## config.mk

```make
export PLATFORM = sky130hd
export DESIGN_NAME = rgbw_sotp_gen
export DESIGN_NICKNAME = d
export VERILOG_FILES = /design/src/rtl/rgbw_sotp_pkg.sv /design/src/rtl/rgbw_bit_timer.sv /design/src/rtl/rgbw_sotp_gen.sv
export SDC_FILE = /design/constraint.sdc
export NUM_CORES = 1
export LEC_CHECK = 0
export CORE_MARGIN = 2
export CORE_UTILIZATION = 54
export DETAILED_ROUTE_END_ITERATION = 8
export GPL_TIMING_DRIVEN = 0
export PLACE_DENSITY = 0.79
export SYNTH_ARGS = -nofsm -noshare
export SYNTH_HDL_FRONTEND = slang
export SYNTH_SLANG_ARGS = --single-unit
```

## constraint.sdc

```tcl
create_clock -name clk -period 3 [get_ports clk]
set_input_delay 0.6 -clock clk [delete_from_list [all_inputs] [get_ports clk]]
set_output_delay 0.6 -clock clk [all_outputs]
set_load 0.01 [all_outputs]
```

## src/rtl/rgbw_sotp_pkg.sv

```systemverilog
// Shared types and default timing for the RGBW single-wire LED stream generator.
package rgbw_sotp_pkg;

   typedef enum logic [1:0] {
      IDLE    = 2'd0,
      HIGH    = 2'd1,
      LOW     = 2'd2,
      STR_RST = 2'd3
   } state_t;

   localparam int DEF_T0H         = 16;
   localparam int DEF_T0L         = 74;
   localparam int DEF_T1H         = 45;
   localparam int DEF_T1L         = 45;
   localparam int DEF_STR_RST     = 7681;
   localparam int DEF_COUNTER_MAX = 7800;

endpackage

```

## src/rtl/rgbw_bit_timer.sv

```systemverilog
// Loadable down-counter; o_done is high while the count sits at zero.
module rgbw_bit_timer #(
   parameter int               WIDTH   = 13,
   parameter logic [WIDTH-1:0] RST_VAL = '0
) (
   input  logic             clk,
   input  logic             rst,
   input  logic             i_load,
   input  logic [WIDTH-1:0] i_load_val,
   output logic             o_done
);

   logic [WIDTH-1:0] r_cnt;

   always_ff @(posedge clk) begin
      if (!rst)
         r_cnt <= RST_VAL;
      else if (i_load)
         r_cnt <= i_load_val;
      else if (r_cnt != '0)
         r_cnt <= r_cnt - 1'b1;
   end

   assign o_done = (r_cnt == '0);

endmodule

```

## src/rtl/rgbw_sotp_gen.sv

```systemverilog
// Serialises FIFO words MSB-first as RGBW LED pulses, with frame latch handling.
// Define RGBW_SOTP_INVERT_EN to invert out_sig for inverting level shifters.
module rgbw_sotp_gen
   import rgbw_sotp_pkg::*;
#(
   parameter int DATA_SIZE        = 32,
   parameter int WORD_BITS        = 32,
   parameter int RGBW_T0H         = DEF_T0H,
   parameter int RGBW_T0L         = DEF_T0L,
   parameter int RGBW_T1H         = DEF_T1H,
   parameter int RGBW_T1L         = DEF_T1L,
   parameter int RGBW_STR_RST     = DEF_STR_RST,
   parameter int PIXELS_PER_FRAME = 0,
   parameter int COUNTER_MAX      = DEF_COUNTER_MAX
) (
   input  logic                 clk,
   input  logic                 rst,
   input  logic                 in_rd_fifo_empty,
   input  logic [DATA_SIZE-1:0] in_rd_fifo_data,
   output logic                 out_rd_fifo_en,
   output logic                 out_sig,
   output logic                 out_busy,
   output logic                 out_underrun
);

   localparam int TW  = $clog2(COUNTER_MAX + 1);
   localparam int PCW = (PIXELS_PER_FRAME == 0) ? 1 : $clog2(PIXELS_PER_FRAME + 1);
   localparam int BCW = (WORD_BITS <= 1) ? 1 : $clog2(WORD_BITS);

   // Timer counts down to zero inclusive, so each phase loads length-1.
   localparam logic [TW-1:0] L_T0H = TW'(RGBW_T0H - 1);
   localparam logic [TW-1:0] L_T0L = TW'(RGBW_T0L - 1);
   localparam logic [TW-1:0] L_T1H = TW'(RGBW_T1H - 1);
   localparam logic [TW-1:0] L_T1L = TW'(RGBW_T1L - 1);
   localparam logic [TW-1:0] L_STR = TW'(RGBW_STR_RST - 1);

   state_t                 r_state;
   state_t                 w_state_nxt;
   logic [WORD_BITS-1:0]   r_shift;
   logic [BCW-1:0]         r_bit_idx;
   logic [PCW-1:0]         r_pix;
   logic                   r_underrun;

   logic                   w_tmr_load;
   logic [TW-1:0]          w_tmr_val;
   logic                   w_tmr_done;
   logic                   w_pop;
   logic                   w_shift_step;
   logic                   w_pix_inc;
   logic                   w_pix_clr;
   logic                   w_underrun_nxt;
   logic [WORD_BITS-1:0]   w_word_in;
   logic [WORD_BITS-1:0]   w_shift_sh;
   logic [PCW-1:0]         w_pix_inc_val;
   logic                   w_frame_done;
   logic                   w_sig;
   logic                   w_unused_data;

   assign w_word_in     = in_rd_fifo_data[WORD_BITS-1:0];
   assign w_unused_data = ^in_rd_fifo_data;
   assign w_shift_sh    = r_shift << 1;
   assign w_pix_inc_val = r_pix + 1'b1;
   assign w_frame_done  = (PIXELS_PER_FRAME != 0) && (w_pix_inc_val == PCW'(PIXELS_PER_FRAME));

   rgbw_bit_timer #(
      .WIDTH   (TW),
      .RST_VAL (L_STR)
   ) u_timer (
      .clk        (clk),
      .rst        (rst),
      .i_load     (w_tmr_load),
      .i_load_val (w_tmr_val),
      .o_done     (w_tmr_done)
   );

   always_comb begin
      w_state_nxt    = r_state;
      w_tmr_load     = 1'b0;
      w_tmr_val      = L_STR;
      w_pop          = 1'b0;
      w_shift_step   = 1'b0;
      w_pix_inc      = 1'b0;
      w_pix_clr      = 1'b0;
      w_underrun_nxt = 1'b0;
      case (r_state)
         IDLE: begin
            if (!in_rd_fifo_empty) begin
               w_pop       = 1'b1;
               w_state_nxt = HIGH;
               w_tmr_load  = 1'b1;
               w_tmr_val   = w_word_in[WORD_BITS-1] ? L_T1H : L_T0H;
            end
         end
         HIGH: begin
            if (w_tmr_done) begin
               w_state_nxt = LOW;
               w_tmr_load  = 1'b1;
               w_tmr_val   = r_shift[WORD_BITS-1] ? L_T1L : L_T0L;
            end
         end
         LOW: begin
            if (w_tmr_done) begin
               if (r_bit_idx != '0) begin
                  w_shift_step = 1'b1;
                  w_state_nxt  = HIGH;
                  w_tmr_load   = 1'b1;
                  w_tmr_val    = w_shift_sh[WORD_BITS-1] ? L_T1H : L_T0H;
               end else begin
                  // Word boundary: frame end wins over a waiting word.
                  w_pix_inc = 1'b1;
                  if (w_frame_done) begin
                     w_state_nxt = STR_RST;
                     w_tmr_load  = 1'b1;
                     w_tmr_val   = L_STR;
                  end else if (!in_rd_fifo_empty) begin
                     w_pop       = 1'b1;
                     w_state_nxt = HIGH;
                     w_tmr_load  = 1'b1;
                     w_tmr_val   = w_word_in[WORD_BITS-1] ? L_T1H : L_T0H;
                  end else begin
                     w_state_nxt    = STR_RST;
                     w_tmr_load     = 1'b1;
                     w_tmr_val      = L_STR;
                     w_underrun_nxt = (PIXELS_PER_FRAME != 0);
                  end
               end
            end
         end
         STR_RST: begin
            if (w_tmr_done) begin
               w_pix_clr   = 1'b1;
               w_state_nxt = IDLE;
            end
         end
         default: begin
            w_state_nxt = STR_RST;
            w_tmr_load  = 1'b1;
            w_tmr_val   = L_STR;
         end
      endcase
   end

   always_ff @(posedge clk) begin
      if (!rst) begin
         r_state    <= STR_RST;
         r_shift    <= '0;
         r_bit_idx  <= '0;
         r_pix      <= '0;
         r_underrun <= 1'b0;
      end else begin
         r_state    <= w_state_nxt;
         r_underrun <= w_underrun_nxt;
         if (w_pop) begin
            r_shift   <= w_word_in;
            r_bit_idx <= BCW'(WORD_BITS - 1);
         end else if (w_shift_step) begin
            r_shift   <= w_shift_sh;
            r_bit_idx <= r_bit_idx - 1'b1;
         end
         if (w_pix_clr)
            r_pix <= '0;
         else if (w_pix_inc)
            r_pix <= w_pix_inc_val;
      end
   end

   assign w_sig          = (r_state == HIGH);
   assign out_busy       = (r_state != IDLE);
   assign out_rd_fifo_en = w_pop;
   assign out_underrun   = r_underrun;

`ifdef RGBW_SOTP_INVERT_EN
   assign out_sig = ~w_sig;
`else
   assign out_sig = w_sig;
`endif

endmodule
```

==> out/results.ini <==
[logic_synthesis]
synth-edff-count=0
syn_inst=302
synth_area_leaders=dfxtp_1 (39%), a221o_1 (12%), nor2_1 (6.7%), nand2_1 (5.6%), ha_1 (3.3%)
syn-num-nets=344
syn_area_um2=2690
synthesis.yosys.warnings=0
synth_seq_cells=52
synth.top_cell.area_share_pct=38.8
ys_seq_area_share_pct=38.8
yosysUniqueCellTypes=56
post-synth-top-area-cell=dfxtp_1
synth_ff_type=dfxtp_1
syn_avg_cell_area_um2=8.90
synthArstFlopShare_pct=0

[clock_tree]
clk_pin_slew_ns=0.09
tritoncts=done
clkLatencyLatePin_ns=0.31
root_buffer=clkbuf_8
htreeDepth=2
clock_path_buffers=2
numCtsBuffers=5
cts.sinks=52

[power]
comb_power_share_pct=30.6
p_int_mw=1.30
switchingPower_mw=0.632
peakVddDrop_mv=0.396
power_density_nw_per_um2=591
swShare_pct=32.7
cellLeakagePower_nw=1.33
power.share.sequential_pct=44.6
power_mw=1.93
clock_power_share_pct=24.8

[timing]
fin_skew_ns=0.00654
post-route-min-period_ns=2.82
finalCritPeriodShare_pct=93.9
fin_setup_tns_ns=0
fmax_mhz=355
slew_headroom_pct=47.9
finalHoldViolCount=0
max_slew.worst_pin.slew_ns=0.774
holdWs_ns=0.492
setup_slack_ns=0.184
setup_viol=0
finalMaxSlewViolations=0
grt_setup_unrepaired=no

[job]
max_cap_violations=0

[detailed_routing]
num_vias=2419
drc=0
drt_iter0_drc=171
wirelength_mm=6.09
ant_nets=0
post_drt_wl_per_cell_um=14.7
firstDrtPassIters=6
avgViaCountPerCell=5.84

[critical_path]
cp-end-kind=output port
cp_max_fo=8
crit_family=simple AND/OR/NAND/NOR gates
cp.required_ns=2.40
cp_slowest_stage_delay_ns=0.35
crit_slowest_cell=dfxtp_1
start_kind=register
arrival_ns=2.22
cp_cell_sequence=inv_2 > ha_4 > nor2b_1 > and4_1 > buf_6 > a21oi_4 > or2_4 > inv_2 > dlygate4sd2_1
setup.worst_path.class=reg -> out
path_buf_inv=4
crit_top_cell=inv_2

[placement]
place.gp.congestion=0.837
dpl_worst_slack_ns=-0.0128
dp_hpwl_mm=4.30
port_buffers=35

[finish]
area_growth_pct=21.8
drive_gt1_share_pct=11.8
diodes=0
fin_nets=388

[die]
die_h_um=74.5
initial_core_util_pct=56.5
core_area_um2=4750
die_area_um2=5550
die_width_um=74.5
io_pins=39
rows=25

[worst_hold_path]
hold_class=reg -> reg

[global_route]
grt_max_degree=16
grt_usage_pct=23.7
antenna_found_initial=0
grt_pass1_vias=2233
grt_pass1_wl_mm=10.2
grt_overflow_total=0

[outcome]
status=finished clean

## layer usage
metal  part of all wire [%]  track usage (%)  vias up
met2                     46             36.1       73
li1                       -                -     1192
met5                      0                0        -
met3                    5.6             5.56        8
met4                    1.8             8.13        0
met1                     47             33.0     1146
## per-stage QoR
step | std cells | instance area [µm²] | utilization (%)
floorplan | 302 | 2690 | -
global placement | 404 | 3120 | 65.6
finish | 414 | 3270 | 68.8
CTS | 414 | 3270 | 68.8
global route | 414 | 3270 | 68.8
detailed placement | 404 | 3120 | 65.6
## cells by family after synthesis
kind of cell / synth area share (%)
adder cells (fa/ha/maj): 3.26
other: 0.140
AND/OR/NAND/NOR: 23.8
multiplexers: 1.58
buffers and inverters: 6.38
XOR/XNOR: 2.28
AO/OA/AOI/OAI: 23.8
flip-flops: 38.8
## flip-flops by register name (all words and copies together), names as in the netlist
| register | cells |
|---|---|
| r_shift | 32 |
| u_timer.r_cnt | 13 |
| r_state | 2 |
| r_bit_idx | 5 |
## synth_stat cells, types with 2 or more instances
cell	instances
dfxtp_1	52
nor2_1	48
nand2_1	40
a221o_1	31
a21oi_1	8
inv_1	8
o21ai_0	8
buf_6	7
ha_1	7
nor2b_1	6
nor3_1	6
a211oi_1	5
buf_2	5
nand3_1	5
xnor2_1	5
a31oi_1	4
clkbuf_1	4
nand4_1	3
o21a_1	3
o21ai_1	3
and4_1	2
buf_4	2
mux2i_1	2
nor4_1	2
nor4_2	2
o211ai_1	2
o31a_1	2
xor2_1	2
## power groups by stage
stage	clock (mW)	sequential, mW	combinational [mW]
after floorplan	0	0.846	0.415
after global routing	0.507	0.875	0.661
final	0.479	0.862	0.592
after detailed placement	0	0.864	0.554
after CTS	0.484	0.861	0.590
after global placement	0	0.860	0.545
## worst register-to-register path: stages (launching register included)
cell and delay (ns):
dfxtp_1 0.34, inv_1 0.08, ha_1 0.16, nor4b_4 0.54
mux2_1 0.39, a22o_1 0.19, a221oi_1 0.37, a211oi_1 0.08
## layout by cell type (no fill, tap or decap), types with 2 or more instances in the layout
cell              n
dfxtp_1          52
nor2_1           48
nand2_1          40
clkdlybuf4s50_1  34
a221o_1          31
o21ai_0           8
a21oi_1           8
inv_1             7
buf_6             7
nor2b_1           6
nor3_1            6
ha_1              6
buf_2             5
clkbuf_1          5
nand3_1           5
xnor2_1           5
a211oi_1          5
clkbuf_8          5
buf_4             4
a31oi_1           4
o21ai_1           3
nand4_1           3
o21a_1            3
inv_2             2
nor4_4            2
and4_1            2
nor4_1            2
o211ai_1          2
o31a_1            2
xor2_1            2
mux2i_1           2
## area by class of cell
class | instances | area, µm²
plain buffers | 19 | 138
clock buffers | 6 | 72.6
clock inverters | 2 | 35.0
fillers | 387 | 1480
inverters | 9 | 33.8
multi-input cells | 222 | 1500
flip-flops and latches | 52 | 1040
well taps | 67 | 83.8
repair buffers | 37 | 364
## worst paths after layout
kind / startpoint / to / slack, ns / cells after the start
worst max-delay path: r_state[0] / out_rd_fifo_en / 0.18 / 9
worst min-delay path: r_shift[14] / r_shift[15] / 0.49 / 1
worst max register to register: r_bit_idx[0] / u_timer.r_cnt[5] / 0.72 / 7
worst min register to register: r_shift[14] / r_shift[15] / 0.49 / 1
## timing repair
item,CTS,global route
setup endpoints to repair,1,0
gates resized for setup,7,0
hold buffers,0,0
buffers inserted,2,0
(Power assumes the default switching activity.)
